## src/rtl/trigger_capture_controller.sv

```systemverilog
// trigger_capture_controller
// Runs one oscilloscope acquisition around a trigger pulse. Samples stream
// into a circular buffer while a PRE_TRIG history builds up. The controller
// then waits for a trigger, or for a forced trigger in auto mode. It records
// DEPTH-PRE_TRIG more samples and then freezes the buffer until the display
// reports that it has read the frame.
//
// Ports
//   clk, reset       system clock, asynchronous active-high reset
//   sample_tick      one-cycle strobe: a new ADC sample is valid
//   trig_edge        one-cycle rising-edge trigger pulse
//   mode             00 auto, 01 normal, 10 single, 11 normal
//   arm              one-cycle pulse that starts a single-mode capture
//   display_done     one-cycle pulse: the display has read the held frame
//   wr_en, wr_addr   sample buffer write port (combinational)
//   frame_ready      a complete frame is held (registered)
//   frame_start      address of the oldest sample of the held frame (registered)
//   forced           the held frame came from the auto timeout (registered)
//   busy             capture in progress: PRE, ARMED or POST (registered)
module trigger_capture_controller #(
  parameter int ADDR_W     = 9,
  parameter int PRE_TRIG   = 128,
  parameter int AUTO_TICKS = 4096
) (
  input  logic              clk,
  input  logic              reset,
  input  logic              sample_tick,
  input  logic              trig_edge,
  input  logic [1:0]        mode,
  input  logic              arm,
  input  logic              display_done,
  output logic              wr_en,
  output logic [ADDR_W-1:0] wr_addr,
  output logic              frame_ready,
  output logic [ADDR_W-1:0] frame_start,
  output logic              forced,
  output logic              busy
);

  localparam int DEPTH = 2 ** ADDR_W;
  localparam int CNT_MAX = (DEPTH > AUTO_TICKS) ? DEPTH : AUTO_TICKS;
  localparam int CNT_W = $clog2(CNT_MAX + 1);

  localparam logic [CNT_W-1:0]  CNT_ONE  = CNT_W'(1);
  localparam logic [CNT_W-1:0]  PRE_C    = CNT_W'(PRE_TRIG);
  localparam logic [CNT_W-1:0]  POST_C   = CNT_W'(DEPTH - PRE_TRIG);
  localparam logic [CNT_W-1:0]  AUTO_C   = CNT_W'(AUTO_TICKS);
  localparam logic [ADDR_W-1:0] ADDR_ONE = ADDR_W'(1);
  localparam logic [ADDR_W-1:0] PRE_A    = ADDR_W'(PRE_TRIG);

  localparam logic [1:0] MODE_AUTO   = 2'b00;
  localparam logic [1:0] MODE_SINGLE = 2'b10;

  typedef enum logic [2:0] {
    S_IDLE  = 3'd0,
    S_PRE   = 3'd1,
    S_ARMED = 3'd2,
    S_POST  = 3'd3,
    S_HOLD  = 3'd4
  } state_e;

  state_e              state_q, state_d;
  logic [ADDR_W-1:0]   ptr_q, ptr_d;
  logic [ADDR_W-1:0]   trig_ptr_q, trig_ptr_d;
  logic [CNT_W-1:0]    cnt_q, cnt_d;
  logic [CNT_W-1:0]    cnt_inc;
  logic                forced_q, forced_d;
  logic                frame_ready_q, frame_ready_d;
  logic [ADDR_W-1:0]   frame_start_q, frame_start_d;
  logic                busy_q, busy_d;
  logic                capturing;
  logic                timeout;

  // Buffer write port: every sample is written while a capture is running.
  always_comb begin
    capturing = (state_q == S_PRE) || (state_q == S_ARMED) || (state_q == S_POST);
    wr_en     = capturing && sample_tick;
    wr_addr   = ptr_q;
  end

  // Next-state, counter and frame bookkeeping.
  always_comb begin
    state_d    = state_q;
    cnt_d      = cnt_q;
    trig_ptr_d = trig_ptr_q;
    forced_d   = forced_q;
    cnt_inc    = cnt_q + CNT_ONE;
    ptr_d      = wr_en ? (ptr_q + ADDR_ONE) : ptr_q;
    // A real trigger arriving in the timeout cycle wins, so forced stays low.
    timeout    = (mode == MODE_AUTO) && (cnt_q == AUTO_C) && !trig_edge;

    case (state_q)
      S_IDLE: begin
        if ((mode != MODE_SINGLE) || arm) begin
          state_d  = S_PRE;
          cnt_d    = '0;
          forced_d = 1'b0;
        end else begin
          state_d = S_IDLE;
        end
      end
      S_PRE: begin
        if (PRE_TRIG == 0) begin
          state_d = S_ARMED;
          cnt_d   = '0;
        end else if (sample_tick) begin
          if (cnt_inc == PRE_C) begin
            state_d = S_ARMED;
            cnt_d   = '0;
          end else begin
            cnt_d = cnt_inc;
          end
        end else begin
          cnt_d = cnt_q;
        end
      end
      S_ARMED: begin
        if (trig_edge || timeout) begin
          // The sample written in the trigger cycle (if any) is POST sample 1.
          trig_ptr_d = ptr_q;
          forced_d   = timeout;
          cnt_d      = sample_tick ? CNT_ONE : '0;
          if (sample_tick && (POST_C == CNT_ONE)) begin
            state_d = S_HOLD;
          end else begin
            state_d = S_POST;
          end
        end else if ((mode == MODE_AUTO) && sample_tick) begin
          cnt_d = cnt_inc;
        end else begin
          cnt_d = cnt_q;
        end
      end
      S_POST: begin
        if (sample_tick) begin
          if (cnt_inc == POST_C) begin
            state_d = S_HOLD;
          end else begin
            cnt_d = cnt_inc;
          end
        end else begin
          cnt_d = cnt_q;
        end
      end
      S_HOLD: begin
        if (display_done) begin
          state_d = S_IDLE;
        end else begin
          state_d = S_HOLD;
        end
      end
      default: begin
        state_d = S_IDLE;
        cnt_d   = '0;
      end
    endcase

    frame_ready_d = (state_d == S_HOLD);
    frame_start_d = (state_d == S_HOLD) ? (trig_ptr_d - PRE_A) : '0;
    busy_d        = (state_d == S_PRE) || (state_d == S_ARMED) || (state_d == S_POST);
  end

  // State and output registers; reset discards any partial capture.
  always_ff @(posedge clk or posedge reset) begin
    if (reset) begin
      state_q       <= S_IDLE;
      ptr_q         <= '0;
      trig_ptr_q    <= '0;
      cnt_q         <= '0;
      forced_q      <= 1'b0;
      frame_ready_q <= 1'b0;
      frame_start_q <= '0;
      busy_q        <= 1'b0;
    end else begin
      state_q       <= state_d;
      ptr_q         <= ptr_d;
      trig_ptr_q    <= trig_ptr_d;
      cnt_q         <= cnt_d;
      forced_q      <= forced_d;
      frame_ready_q <= frame_ready_d;
      frame_start_q <= frame_start_d;
      busy_q        <= busy_d;
    end
  end

  assign frame_ready = frame_ready_q;
  assign frame_start = frame_start_q;
  assign forced      = forced_q;
  assign busy        = busy_q;

endmodule

```

## config.mk

```make
export PLATFORM = sky130hd
export DESIGN_NAME = trigger_capture_controller
export DESIGN_NICKNAME = d
export VERILOG_FILES = /design/src/rtl/trigger_capture_controller.sv
export SDC_FILE = /design/constraint.sdc
export NUM_CORES = 1
export LEC_CHECK = 0
export ABC_CLOCK_PERIOD_IN_PS = 4900
export CAP_MARGIN = 20
export CORE_MARGIN = 1.5
export CORE_UTILIZATION = 37
export DETAILED_ROUTE_END_ITERATION = 6
export GPL_TIMING_DRIVEN = 1
export REMOVE_ABC_BUFFERS = 1
export SYNTH_ARGS = -nofsm -noshare
export SYNTH_HDL_FRONTEND = slang
export SYNTH_SLANG_ARGS = --single-unit
```

## constraint.sdc

```tcl
create_clock -name clk -period 4.9 [get_ports clk]
set_clock_uncertainty 0.05 [all_clocks]
set_input_delay 0.98 -clock clk [delete_from_list [all_inputs] [get_ports clk]]
set_output_delay 0.98 -clock clk [all_outputs]
set_load 0.005 [all_outputs]
```

# After elaboration in Yosys (flattened, before gate mapping)
# Cells that the tools add are included.
dict set report totals {
  register_bits 46
  elab_cells 69
  in_bits 8
  output_inout_bits 22
}
dict set report classes {
  bitwise 1
  eq_ne 18
  addsub 3
  n_mux 23
  n_reduce_logical 16
}
# cell count
set ops {}
lappend ops {{$mux W13} 7}
lappend ops {{$pmux W13 S5} 1}
lappend ops {{$mux W9} 3}
lappend ops {{$mux W3} 6}
lappend ops {{$pmux W3 S5} 1}
lappend ops {{$add A13 B1 Y13 const B} 1}
lappend ops {{$eq A13 B13 Y1 const B} 1}
lappend ops {{$eq A13 B8 Y1 const B} 1}
lappend ops {{$eq A13 B9 Y1 const B} 1}
lappend ops {{$eq A3 B2 Y1 const B} 4}
lappend ops {{$ne A2 B2 Y1 const B} 5}
lappend ops {{$add A9 B1 Y9 const B} 1}
lappend ops {{$sub A9 B8 Y9 const B} 1}
lappend ops {{$eq A3 B1 Y1 const B} 2}
lappend ops {{$eq A3 B3 Y1 const B} 2}
lappend ops {{$logic_or A1 B1 Y1} 6}
lappend ops {{$reduce_and A6 Y1} 1}
lappend ops {{$logic_and A1 B1 Y1} 4}
lappend ops {{$mux W1} 4}
lappend ops {{$logic_not A3 Y1} 1}
lappend ops {{$ne A3 B1 Y1 const B} 1}
lappend ops {{$reduce_and A3 Y1} 1}
lappend ops {{$logic_not A2 Y1} 1}
lappend ops {{$ne A2 B1 Y1 const B} 1}
lappend ops {{4 further kinds} 4}

# Longest topological paths before layout
dict set report logic_depth {
  depth_word 9
  depth_mapped 9
  depth_no_buf 8
}

# Worst setup path after synthesis
# OpenSTA, ideal clock, no wires.
dict set report synth_path {
  kind {reg-to-reg}
  startpoint {reg cnt_q[1]}
  endpoint {reg cnt_q[8]}
  required_ns 4.725
  synth_period_minus_slack_ns 2.631
  setup_ns 0.125
  stages_incl_launch_ff 9
  arrival_time_ns 2.456
  n_path_buf 1
  path_slack_ns 2.269
  path_cell_list {dfrtp_1 > ha_1 > and4_1 > nand3_2 > or3_1 > a221o_1 > buf_6 > o31a_4 > mux2_4}
}
dict set report synth_via {
  elab_chain_len 6
  word_cells_on_any_way 17
  classes_between {1 x add/sub; 5 x eq/ne; 7 x mux; 4 x reduce/logical}
}
# item line_no
set synth_rtl {}
lappend synth_rtl {{from (decl)} 65} ;# logic [CNT_W-1:0] cnt_q, cnt_d;
lappend synth_rtl {{from (signal assigned)} 178} ;# cnt_q <= cnt_d;
lappend synth_rtl {{branches (longest 6 deep; another with $add A13 B1 Y13)} n/a}
# Several ways; the timed one is not identified. The select of a mux whose other input is x is not followed.
# A chain may end at the register's enable or synchronous reset.

# Worst setup path in the final report
dict set report layout_path {
  startpoint {in sample_tick}
  endpoint {out wr_en}
}
dict set report layout_via {
  elab_chain_len 1
}
# item line_no
set layout_rtl {}
lappend layout_rtl {{from (decl)} 27} ;# input logic sample_tick,
lappend layout_rtl {{$logic_and A1 B1 Y1} 77} ;# wr_en = capturing && sample_tick;
lappend layout_rtl {{to (decl)} 32} ;# output logic wr_en,
# No other way between the ends.

==> results.py <==
metrics = {
    "yosys": {
        "synth_flop_cell": "dfrtp_1",
        "synthMuxAreaShare": 0.06414,
        "synth_most_common_cell": "dfrtp_1",
        "synth_area_um2": 2477,
        "async_flop_share": 1.000,
        "yosysWarnings": 0,
        "yosys.area.top_type": "dfrtp_1",
        "synth_xor_area_frac": 0.03889,
        "yosysUniqueCellTypes": 54,
        "synth_fa_ha_area_frac": 0.01515,
        "avgSynthCellArea_um2": 10.11,
        "synth_area_leaders": "dfrtp_1, mux2_2, xnor2_1",
        "synth_top_cell_area_share": 0.4646,
        "synth_top_family_by_area": "simple AND/OR/NAND/NOR gates",
        "synth_seq_area_share": 0.4646,
        "yosys.area_share.simple": 0.1949,
        "synthTopCellsByCount": "dfrtp_1, nor2_1, o21ai_0, inv_1, nand2_1",
        "synth-edff-count": 0,
        "synth_compound_area_frac": 0.1657,
        "syn_inst": 245,
        "ys_ff_latch": 46,
    },
    "placement": {
        "dpl_cell_area_um2": 2788,
        "dpl.hpwl_um": 3847,
        "port_buffers": 29,
        "routabilityCongestion": 0.9188,
        "post-place-cells": 340,
    },
    "clock_tree": {
        "ctsHoldBuffers": 0,
        "cts.sinks": 46,
        "htreeDepth": 2,
        "postCtsSetupBuffers": 0,
        "cts_resized": 0,
        "cts_buffer_depth": 2,
        "cts_tree": "done",
        "insertion_delay_ns": 0.31,
        "cts_made_buffers": 5,
        "path_clk_slew_ns": 0.09,
        "cts_root_buf": "clkbuf_8",
    },
    "global_routing": {
        "grt_pass1_vias": 1977,
        "antenna_found_initial": 0,
        "grtUsageTotal": 0.1663,
        "grt_pass1_wl_um": 9528,
        "overflow": 0,
        "grt_start_max_net_pins": 47,
    },
    "pwr": {
        "power_frac_comb": 0.280,
        "cellInternalPower_uw": 754.0,
        "peakVddDrop_v": 0.0001865,
        "p_leak_uw": 0.001224,
        "switching_share": 0.3401,
        "switching_power_uw": 388.7,
        "clkPwrFrac": 0.252,
        "p_per_area_nw_per_um2": 391.6,
        "seqPwrFrac": 0.468,
    },
    "critical_path": {
        "reg2reg_slack_ns": 1.92,
        "cp-end-kind": "output pin",
        "crit_chain": "clkdlybuf4s50_1 -> inv_1 -> nor3_1 -> clkdlybuf4s50_1",
        "r2r-start": "cnt_q[1]",
        "crit_path_frequent_cell": "clkdlybuf4s50_1",
        "path_class": "input port to output pin",
        "cpMaxStageDelayCell": "clkdlybuf4s50_1",
        "worstSetupStartpoint": "sample_tick",
        "crit_end": "wr_en",
        "cp.arrival_ns": 2.97,
        "worst_ep_required_time_ns": 3.87,
        "critPathMaxFanout": 7,
        "r2r_cells": 7,
        "critPathMaxStageDelay_ns": 0.65,
        "startpoint_type": "input port",
        "r2r-end": "cnt_q[8]",
    },
    "layout": {
        "design_area_um2": 2918,
        "drive_gt1_frac": 0.1066,
        "synthToLayoutAreaGrowth_pct": 17.78,
        "diodes": 0,
        "final_core_util": 0.4543,
        "stdcell_count": 349,
        "final_nets": 282,
        "num-fill-cells": 608,
    },
    "run_status": {
        "status": "completed",
    },
    "sta": {
        "fmax_mhz": 250.0,
        "relSlewSlack": 0.5062,
        "fin_crit_sh": 0.8163,
        "tightest_slew_ns": 0.7351,
        "setup_viol": 0,
        "tns_ns": 0,
        "rsz0062_at_grt": "false",
        "fin_crit_ns": 4.000,
        "maxSlewViolCount": 0,
        "finalHoldViolations": 0,
    },
    "detailed_routing": {
        "drt-pass1-iter-count": 4,
        "routed_via_density": 5.536,
        "drc": 0,
        "drt_iter0_drc": 134,
        "wl_per_cell_um": 16.11,
        "vias": 1932,
        "routed_wl_um": 5621,
        "ant_nets": 0,
    },
    "die": {
        "start_util": 0.3857,
        "die_w_um": 84.83,
        "core_area_um2": 6422,
        "std_cell_rows": 29,
        "fp.dieArea_um2": 7195,
        "fp.dieH_um": 84.83,
        "ios": 30,
    },
    "job": {
        "max_cap_viol_count": 0,
    },
    "worst_hold_path": {
        "hold_class": "register to register",
    },
}
## through the flow
stage	total power [µW]	hold slack, ns	setup slack [ns]
CTS	1147	0.4397	0.9118
global route	1214	0.4704	0.7972
global placement	852.1	0.4145	0.9599
floorplan	714.4	0.4173	1.832
detailed placement	855.1	0.4187	0.9356
finish	1143	0.4392	0.9000
## final cells by class
class	instances	area, µm²	share of cell area
Clock buffer	6	72.57	0.02487
Clock inverter	2	37.54	0.01286
Multi-Input combinational cell	173	1186	0.4065
Timing Repair Buffer	32	325.3	0.1115
Sequential cell	46	1151	0.3945
Inverter	13	48.80	0.01672
Tap cell	77	96.34	0.03302
## cells by family (layout without fill, tap and decap cells)
kind of cell,count (synthesis),in the layout
muxes,14,14
buffers and inverters,26,53
xor gates and xnor gates,11,11
AOI/OAI and AO/OA,57,57
adders and majority gates,3,3
DFF,46,46
and+or+nand+nor,88,88
## cells in the final DEF, fill, tap and decap left out, types with 4 or more instances in the layout
cell	count
a21boi_0	9
nand3_1	8
nor3_1	6
nand2_1	13
nand4_1	10
a21oi_1	7
nor4_1	4
mux2_2	11
o31ai_1	4
o21ai_0	14
inv_1	12
xnor2_1	9
o211ai_1	4
nor2_1	19
and3_1	4
clkbuf_8	5
clkdlybuf4s50_1	29
nand3b_1	4
dfrtp_1	46
## worst min-delay path by stage
stage / startpoint / endpoint / cells after the start
2_1_floorplan: forced / forced / 2
3_3_place_gp: forced / forced / 2
3_5_place_dp: forced / forced / 2
4_1_cts: forced / forced / 2
5_1_grt: trig_ptr_q[5] / trig_ptr_q[5] / 1
6_report: forced / forced / 2
## power groups by stage
stage	Clock (µW)	Combinational (µW)	Sequential (µW)
6_report	288	320	535
5_1_grt	312	354	548
4_1_cts	295	317	535
3_5_place_dp	0	315	541
3_3_place_gp	0	310	542
2_1_floorplan	0	196	518
## worst max-delay path: cells and delay by family
kind / cells / cell delay [ns]
simple gates: 1 / 0.62
buf+inv: 3 / 1.36
## state kept, by name (all words and copies together) (netlist names)
register / cells
trig_ptr_q: 9
wr_addr: 9
busy: 1
frame_ready: 1
forced: 1
frame_start: 9
cnt_q: 13
state_q: 3
## layer usage
layer	track usage	wire, µm	part of all wire
met5	0	0	0
met4	0.05365	48	0.0085
met3	0.04864	342	0.061
met2	0.2531	2498	0.44
met1	0.2295	2731	0.49
(Power assumes the default switching activity.)
